File: src/rtl/calc_pkg.sv
// Shared calculator definitions: key codes, ALU op encoding, entry FSM states.
// Pure declarations; no timing or flow-control behaviour.
package calc_pkg;

  localparam int CALC_NDIGITS = 4;

  localparam logic [3:0] KEY_ADD = 4'd10;
  localparam logic [3:0] KEY_SUB = 4'd11;
  localparam logic [3:0] KEY_MUL = 4'd12;
  localparam logic [3:0] KEY_DIV = 4'd13;
  localparam logic [3:0] KEY_EQ  = 4'd14;
  localparam logic [3:0] KEY_CLR = 4'd15;

  typedef enum logic [1:0] {
    OP_ADD = 2'd0,
    OP_SUB = 2'd1,
    OP_MUL = 2'd2,
    OP_DIV = 2'd3
  } alu_op_e;

  typedef enum logic [2:0] {
    S_A   = 3'd0,
    S_B   = 3'd1,
    S_REQ = 3'd2,
    S_RES = 3'd3,
    S_ERR = 3'd4
  } state_e;

  typedef enum logic [1:0] {
    K_DIGIT = 2'd0,
    K_OP    = 2'd1,
    K_EQ    = 2'd2,
    K_CLR   = 2'd3
  } key_class_e;

  function automatic key_class_e classify_key(input logic [3:0] code);
    if (code <= 4'd9)         return K_DIGIT;
    else if (code == KEY_EQ)  return K_EQ;
    else if (code == KEY_CLR) return K_CLR;
    else                      return K_OP;
  endfunction

  // Operator keys 10..13 map onto ops 0..3; low two bits minus 2 does the offset.
  function automatic alu_op_e key_to_op(input logic [3:0] code);
    return alu_op_e'(code[1:0] - 2'd2);
  endfunction

endpackage

File: src/rtl/key_debounce.sv
// Debounces key_valid: DEB_CYCLES stable-high cycles emit a 1-cycle key_event, then DEB_CYCLES
// stable-low cycles re-arm. Registered outputs; no backpressure, events are never held.
module key_debounce #(
  parameter int DEB_CYCLES = 16
) (
  input  logic       CLK,
  input  logic       RESET,
  input  logic       key_valid,
  input  logic [3:0] key_code,
  output logic       key_event,
  output logic [3:0] key_code_q
);

  localparam int CW = $clog2(DEB_CYCLES + 1);

  logic          locked_q, locked_d;
  logic [CW-1:0] run_q, run_d;
  logic          event_q, event_d;
  logic [3:0]    code_q, code_d;

  always_comb begin
    locked_d = locked_q;
    run_d    = run_q;
    event_d  = 1'b0;
    code_d   = code_q;
    // Unlocked: count high cycles to accept a press. Locked: count low cycles to accept release.
    if (!locked_q) begin
      if (key_valid) begin
        if (run_q == CW'(DEB_CYCLES - 1)) begin
          event_d  = 1'b1;
          code_d   = key_code;
          locked_d = 1'b1;
          run_d    = '0;
        end else begin
          run_d = run_q + 1'b1;
        end
      end else begin
        run_d = '0;
      end
    end else begin
      if (!key_valid) begin
        if (run_q == CW'(DEB_CYCLES - 1)) begin
          locked_d = 1'b0;
          run_d    = '0;
        end else begin
          run_d = run_q + 1'b1;
        end
      end else begin
        run_d = '0;
      end
    end
  end

  always_ff @(posedge CLK or posedge RESET) begin
    if (RESET) begin
      locked_q <= 1'b0;
      run_q    <= '0;
      event_q  <= 1'b0;
      code_q   <= '0;
    end else begin
      locked_q <= locked_d;
      run_q    <= run_d;
      event_q  <= event_d;
      code_q   <= code_d;
    end
  end

  assign key_event  = event_q;
  assign key_code_q = code_q;

endmodule

File: src/rtl/calc_entry_ctrl.sv
// Calculator entry sequencer: debounced keys build BCD operands, one req/ack ALU transaction per EQUALS.
// Keys act one cycle after key_event; keys arriving while alu_req is held (except CLEAR) are dropped.
module calc_entry_ctrl
  import calc_pkg::*;
#(
  parameter int NDIGITS    = CALC_NDIGITS,
  parameter int DEB_CYCLES = 16
) (
  input  logic                 CLK,
  input  logic                 RESET,
  input  logic                 key_valid,
  input  logic [3:0]           key_code,
  output logic                 alu_req,
  output logic [1:0]           alu_op,
  output logic [4*NDIGITS-1:0] op_a,
  output logic [4*NDIGITS-1:0] op_b,
  input  logic                 alu_ack,
  input  logic [4*NDIGITS-1:0] alu_result,
  input  logic                 alu_err,
  output logic [4*NDIGITS-1:0] disp_bcd,
  output logic                 err_flag,
  output logic                 busy
);

  localparam int W    = 4 * NDIGITS;
  localparam int CNTW = $clog2(NDIGITS + 1);

  logic       key_event;
  logic [3:0] key_code_ev;

  key_debounce #(
    .DEB_CYCLES (DEB_CYCLES)
  ) u_deb (
    .CLK        (CLK),
    .RESET      (RESET),
    .key_valid  (key_valid),
    .key_code   (key_code),
    .key_event  (key_event),
    .key_code_q (key_code_ev)
  );

  state_e          state_q, state_d;
  logic [W-1:0]    op_a_q, op_a_d;
  logic [W-1:0]    op_b_q, op_b_d;
  logic [CNTW-1:0] cnt_a_q, cnt_a_d;
  logic [CNTW-1:0] cnt_b_q, cnt_b_d;
  alu_op_e         alu_op_q, alu_op_d;
  logic            alu_req_q;
  key_class_e      kcls;
  alu_op_e         kop;

  assign kcls = classify_key(key_code_ev);
  assign kop  = key_to_op(key_code_ev);

  always_comb begin
    state_d  = state_q;
    op_a_d   = op_a_q;
    op_b_d   = op_b_q;
    cnt_a_d  = cnt_a_q;
    cnt_b_d  = cnt_b_q;
    alu_op_d = alu_op_q;
    // CLEAR outranks everything, including an ack landing in the same cycle.
    if (key_event && kcls == K_CLR) begin
      state_d  = S_A;
      op_a_d   = '0;
      op_b_d   = '0;
      cnt_a_d  = '0;
      cnt_b_d  = '0;
      alu_op_d = OP_ADD;
    end else begin
      case (state_q)
        S_A: begin
          if (key_event) begin
            case (kcls)
              K_DIGIT: begin
                if (cnt_a_q < CNTW'(NDIGITS)) begin
                  op_a_d  = {op_a_q[W-5:0], key_code_ev};
                  cnt_a_d = cnt_a_q + 1'b1;
                end
              end
              K_OP: begin
                alu_op_d = kop;
                op_b_d   = '0;
                cnt_b_d  = '0;
                state_d  = S_B;
              end
              default: ;
            endcase
          end
        end
        S_B: begin
          if (key_event) begin
            case (kcls)
              K_DIGIT: begin
                if (cnt_b_q < CNTW'(NDIGITS)) begin
                  op_b_d  = {op_b_q[W-5:0], key_code_ev};
                  cnt_b_d = cnt_b_q + 1'b1;
                end
              end
              K_OP: begin
                if (cnt_b_q == '0) alu_op_d = kop;
              end
              K_EQ: begin
                if (cnt_b_q != '0) state_d = S_REQ;
              end
              default: ;
            endcase
          end
        end
        S_REQ: begin
          if (alu_ack) begin
            if (alu_err) begin
              state_d = S_ERR;
            end else begin
              op_a_d  = alu_result;
              cnt_a_d = CNTW'(NDIGITS);
              state_d = S_RES;
            end
          end
        end
        S_RES: begin
          if (key_event) begin
            case (kcls)
              K_DIGIT: begin
                op_a_d  = {{(W-4){1'b0}}, key_code_ev};
                cnt_a_d = CNTW'(1);
                state_d = S_A;
              end
              K_OP: begin
                alu_op_d = kop;
                op_b_d   = '0;
                cnt_b_d  = '0;
                state_d  = S_B;
              end
              default: ;
            endcase
          end
        end
        S_ERR: ;
        default: state_d = S_A;
      endcase
    end
  end

  always_ff @(posedge CLK or posedge RESET) begin
    if (RESET) begin
      state_q   <= S_A;
      op_a_q    <= '0;
      op_b_q    <= '0;
      cnt_a_q   <= '0;
      cnt_b_q   <= '0;
      alu_op_q  <= OP_ADD;
      alu_req_q <= 1'b0;
    end else begin
      state_q   <= state_d;
      op_a_q    <= op_a_d;
      op_b_q    <= op_b_d;
      cnt_a_q   <= cnt_a_d;
      cnt_b_q   <= cnt_b_d;
      alu_op_q  <= alu_op_d;
      alu_req_q <= (state_d == S_REQ);
    end
  end

  assign alu_req  = alu_req_q;
  assign alu_op   = alu_op_q;
  assign op_a     = op_a_q;
  assign op_b     = op_b_q;
  assign err_flag = (state_q == S_ERR);
  assign busy     = (state_q == S_REQ);

  always_comb begin
    if (state_q == S_ERR)                      disp_bcd = '0;
    else if (state_q == S_B && cnt_b_q != '0)  disp_bcd = op_b_q;
    else                                       disp_bcd = op_a_q;
  end

endmodule
File: config.mk
export PLATFORM = sky130hd
export DESIGN_NAME = calc_entry_ctrl
export DESIGN_NICKNAME = d
export VERILOG_FILES = /design/src/rtl/calc_pkg.sv /design/src/rtl/key_debounce.sv /design/src/rtl/calc_entry_ctrl.sv
export SDC_FILE = /design/constraint.sdc
export NUM_CORES = 1
export LEC_CHECK = 0
export CAP_MARGIN = 20
export CELL_PAD_IN_SITES_DETAIL_PLACEMENT = 0
export CELL_PAD_IN_SITES_GLOBAL_PLACEMENT = 1
export CORE_ASPECT_RATIO = 0.9
export CORE_MARGIN = 2
export CORE_UTILIZATION = 39
export CTS_CLUSTER_DIAMETER = 100
export DETAILED_ROUTE_END_ITERATION = 8
export GPL_ROUTABILITY_DRIVEN = 0
export GPL_TIMING_DRIVEN = 0
export PLACE_DENSITY_LB_ADDON = 0.1
export SYNTH_ARGS = -nofsm -noshare
export SYNTH_HDL_FRONTEND = slang
export SYNTH_SLANG_ARGS = --single-unit
export TNS_END_PERCENT = 30
File: constraint.sdc
create_clock -name CLK -period 3.45 [get_ports CLK]
set_input_delay 0.345 -clock CLK [delete_from_list [all_inputs] [get_ports CLK]]
set_output_delay 0.345 -clock CLK [all_outputs]
set_load 0.02 [all_outputs]
=== After elaboration in Yosys (flattened, before gate mapping) ===
Index checks and enable logic that the tools add are counted.

* Bits in registers: 55
* Input port bits: 25
* Output and inout port bits: 53
* Logic and storage cells: 122

* Add/sub/neg operators: 4
* $lt $le $gt $ge: 3
* Equal/unequal tests: 25
* Muxes and demuxes: 65
* Bitwise logic cells: 1
* Reduce and logical (&&, ||, !) cells: 13

{| class="wikitable"
|+ Operator list
! kind !! count
|-
| $mux W16 || 16
|-
| $mux W3 || 23
|-
| $pmux W16 S3 || 1
|-
| $pmux W16 S2 || 1
|-
| $ne A3 B2 Y1 const B || 8
|-
| $mux W5 || 4
|-
| $mux W2 || 9
|-
| $pmux W3 S5 || 1
|-
| $ne A3 B3 Y1 const B || 4
|-
| $pmux W3 S2 || 2
|-
| $reduce_and A6 Y1 || 2
|-
| $eq A3 B2 Y1 const B || 3
|-
| $pmux W3 S3 || 1
|-
| $eq A4 B4 Y1 const B || 2
|-
| $reduce_and A8 Y1 || 1
|-
| $add A3 B1 Y3 const B || 2
|-
| $logic_not A3 Y1 || 2
|-
| $lt A3 B3 Y1 const B || 2
|-
| $mux W1 || 6
|-
| $ne A3 B1 Y1 const B || 2
|-
| $reduce_bool A3 Y1 || 2
|-
| $add A5 B1 Y5 const B || 1
|-
| $eq A5 B4 Y1 const B || 1
|-
| $eq A2 B2 Y1 const B || 2
|-
| other kinds (12) || 13
|}

=== Logic depth before layout (Yosys ltp) ===
* Depth in word-level cells: 10
* Gate-level depth with buffers: 9
* Depth with buffers taken out: 7

=== Cells and area by module ===
From an unflattened synthesis, not the netlist that was laid out.

* Cell total of the unflattened synthesis: 302
* Area total of the unflattened synthesis: 2895.3 sq um

{| class="wikitable"
|+ Modules (own cells, without submodules)
! module !! instances !! cells an instance !! area an instance (sq um) !! seq. area each (sq um)
|-
| calc_entry_ctrl || 1 || 270 || 2444.8 || 1101.1
|-
| key_debounce || 1 || 32 || 450.4 || 275.3
|}

=== Worst setup path before layout ===
Ideal clock, no wire load.

* Kind: reg-to-output
* Start point: reg cnt_b_q[0]
* End point: out disp_bcd[10]
* Arrival: 1.737 ns
* Data required time: 3.105 ns
* Setup slack: 1.368 ns
* Stages on the path, launching flop included: 9
* Buffers on the path: 1
* Cells stage by stage: dfrtp_1 > inv_1 > ha_1 > nor2b_1 > or2_2 > nor2_8 > buf_6 > mux2i_1 > nor2_1

* Longest elaborated chain between the ends: 4

{| class="wikitable"
|+ Ends and longest elaborated chain
! what !! RTL line !! source
|-
| start, declared || calc_entry_ctrl.sv:46 || <nowiki>logic [CNTW-1:0] cnt_b_q, cnt_b_d;</nowiki>
|-
| start signal, assigned || calc_entry_ctrl.sv:159 || <nowiki>cnt_b_q <= cnt_b_d;</nowiki>
|-
| $reduce_bool A3 Y1 || calc_entry_ctrl.sv:174 || <nowiki>else if (state_q == S_B && cnt_b_q != '0) disp_bcd = op_b_q;</nowiki>
|-
| $logic_and A1 B1 Y1 || calc_entry_ctrl.sv:174 ||
|-
| $mux W16 || calc_entry_ctrl.sv:174 ||
|-
| $mux W16 || calc_entry_ctrl.sv:173 || <nowiki>if (state_q == S_ERR) disp_bcd = '0;</nowiki>
|-
| end, declared || calc_entry_ctrl.sv:20 || <nowiki>output logic [4*NDIGITS-1:0] disp_bcd,</nowiki>
|}

No other way between the ends.

=== Worst setup path after layout ===
* Start point: reg cnt_b_q[0]
* End point: out disp_bcd[7]

The elaborated chain is that of the path after synthesis.

==> run summary <==
Status: finished clean
Sw Pwr: 407 µW
Port Buffers: 77
GRT overflow: 0
Die boundary height: 84.7 µm
Clock power frac: 28.3%
Top cell type's share of synthesized area: 48.8%
Htree depth: 2
Crit path launch: cnt_b_q[0]
Buffer count from post-CTS setup fixing: 0
Synth area leader: dfrtp_1
Final Setup Violations: 0
Fin crit period: 2.99 ns
Yosys warnings: 0
Routed len/inst: 17.2 µm
PwrDens: 382 nW/µm²
# resized after CTS: 0
Footprint of the multi-input gates: 1300 µm²
Largest net degree at the start of global routing: 32
# IOs: 78
Relative slew slack: 54.3%
Int Pwr: 1060 µW
Setup slack, reg-to-reg: 1.41 ns
Synth area leaders: dfrtp_1, mux2i_1, a22o_1, nor2_1, a21oi_1
Nets: 383
Worst slew pin tran: 0.683 ns
Ant. Diodes: 0
Post-synth EDFFs: 0
Drt initial violations: 146
Slowest cell on the critical path: clkdlybuf4s50_1
Area Growth Syn to Fin: 35.8%
Critical Path Fanout Max: 10
Synth Flop Type: dfrtp_1
Critical path's top delay family: buffers and inverters
Final wirelength: 7.71 mm
Worst Reg-to-Reg Cells: 6
Wire length of the first global-routing pass: 12.8 mm
Register Area: 1380 µm²
Worst setup EP type: primary output
Asr flop ratio synth: 100%
Initial antenna violation count: 0
Top post-synthesis cells by count: dfrtp_1, nor2_1, mux2i_1
Fillers: 661
Leak pwr: 0.00165 µW
R2R Path Start: u_deb.key_code_q[1]
Worst skew pair latency: 0.30 ns
CORE AREA: 7040 µm²
FP Rows: 29
Crit path required time: 3.11 ns
Slowest cell delay on critical path: 0.57 ns
Seq pwr share: 49.9%
Cells after synthesis: 269
TNS Setup: 0 ns
Via Count: 2338
Clock slew at reported path FFs: 0.09 ns
Antenna-violating nets left: 0
Max Root-Sink Buffers: 2
Final worst path period share: 86.8%
Share of post-route cells with drive strength above 1: 10.7%
Dominant cell by count in the synthesized netlist: dfrtp_1
Initial Utilization: 40.1%
CTS Hold Bufs: 0
Worst setup SP type: register
Max frequency: 334 MHz
CP arrival: 2.65 ns
Clk Tree Root Cell: clkbuf_8
Mapped cell area: 2820 µm²
Net switching fraction of the power: 27.8%
Final hold vios: 0
Detailed placer's ending HPWL: 5.65 mm
Register area share after synthesis: 48.8%
Unrepaired setup endpoints after global routing: false
Flops & latches, synth: 55
Crit path kind: register to primary output
All-layer global routing usage: 20.6%
Buf+Inv Stages, Crit Path: 3
R2r endpoint: cnt_b_q[0]
Drt pass-1 iters: 4
Syn Area/Cell: 10.5 µm²
Combinational share of power: 21.7%
Die W: 93.6 µm
Clock tree sinks: 55
Die area: 7930 µm²
Slew Viols, Final: 0
Avg Vias per Cell: 5.23
Total CTS buffers: 5
Vias in the first global route: 2310
# DRC: 0
Clock Skew: 0.00689 ns
Min-delay worst type: primary input to asynchronous set/reset pin
Total power: 1460 µW
CP cell instances: inv_1 -> ha_1 -> nor2b_1 -> or2_2 -> nor2_8 -> buf_6 -> mux2i_1 -> nor2_1 -> clkdlybuf4s50_1
CTS tree: built
Post-synth cell types: 43
Net count after synthesis: 298
Max VDD drop: 0.163 mV
Max-Cap Viols: 0
state kept, by name, summed over array words and instances, names as in the netlist, named ones only:
name,count
alu_op,2
alu_req,1
cnt_a_q,3
cnt_b_q,3
op_a,16
op_b,16
state_q,3
u_deb.key_code_q,4
u_deb.key_event,1
u_deb.run_q,5
cell type report:
type                       count  area share (%)
sequential                    55            35.9
multi-input combinational    188            33.9
timing repair buffer          78            20.6
tap                           93            3.04
buffer                        17            2.94
clock buffer                   6            1.89
inverter                       9           0.882
clock inverter                 1           0.784
logic make-up (layout without fill, tap and decap cells):
group / after synthesis / after routing / share of synthesized area (%)
muxes: 28 / 28 / 10.2
and+or+nand+nor: 82 / 82 / 15.4
adders and majority gates: 4 / 4 / 1.77
buffers and inverters: 26 / 111 / 5.19
DFF: 55 / 55 / 48.8
AOI/OAI and AO/OA: 71 / 71 / 17.7
xor gates and xnor gates: 3 / 3 / 0.932
layout by cell type (no fill, tap or decap), types with 6 or more instances in the layout:
master,n
a21oi_1,19
a22o_1,18
a22oi_1,12
buf_2,9
clkdlybuf4s50_1,77
dfrtp_1,55
inv_1,8
mux2i_1,23
nand2_1,9
nand3_1,6
nor2_1,42
nor2b_1,8
power groups by stage:
stage	Clock, µW	Combinational (µW)	Sequential (µW)
after floorplan	0	142	753
after global placement	0	316	743
after detailed placement	0	320	742
after CTS	429	321	730
after global routing	453	348	736
final	415	318	730
worst max path at each step:
stage	endpoint	slack [ns]	cells after the start
4_1_cts	disp_bcd[7]	0.44	9
6_report	disp_bcd[7]	0.46	9
3_5_place_dp	disp_bcd[7]	0.79	9
3_3_place_gp	op_b[14]	0.64	2
5_1_grt	err_flag	0.29	5
2_1_floorplan	disp_bcd[10]	1.37	8
metrics by stage:
stage          std cells  setup WS, ns  util, %  instance area (µm²)  hold WS [ns]
2_1_floorplan        269          1.37        -                 2820         0.453
3_3_place_gp         439         0.642     52.7                 3710         0.486
3_5_place_dp         440         0.789     53.0                 3730         0.487
4_1_cts              447         0.444     54.4                 3830         0.436
5_1_grt              447         0.295     54.4                 3830         0.472
6_report             447         0.456     54.4                 3830         0.426
metal layers:
metal / part of all wire (%) / track usage, % / up-vias
met2: 45 / 29.3 / 45
met3: 2.9 / 3.32 / 2
met5: 0 / 0 / -
li1: - / - / 1127
met1: 52 / 33.6 / 1164
met4: 0.43 / 3.16 / 0
Power figures use the tool's default switching activity.
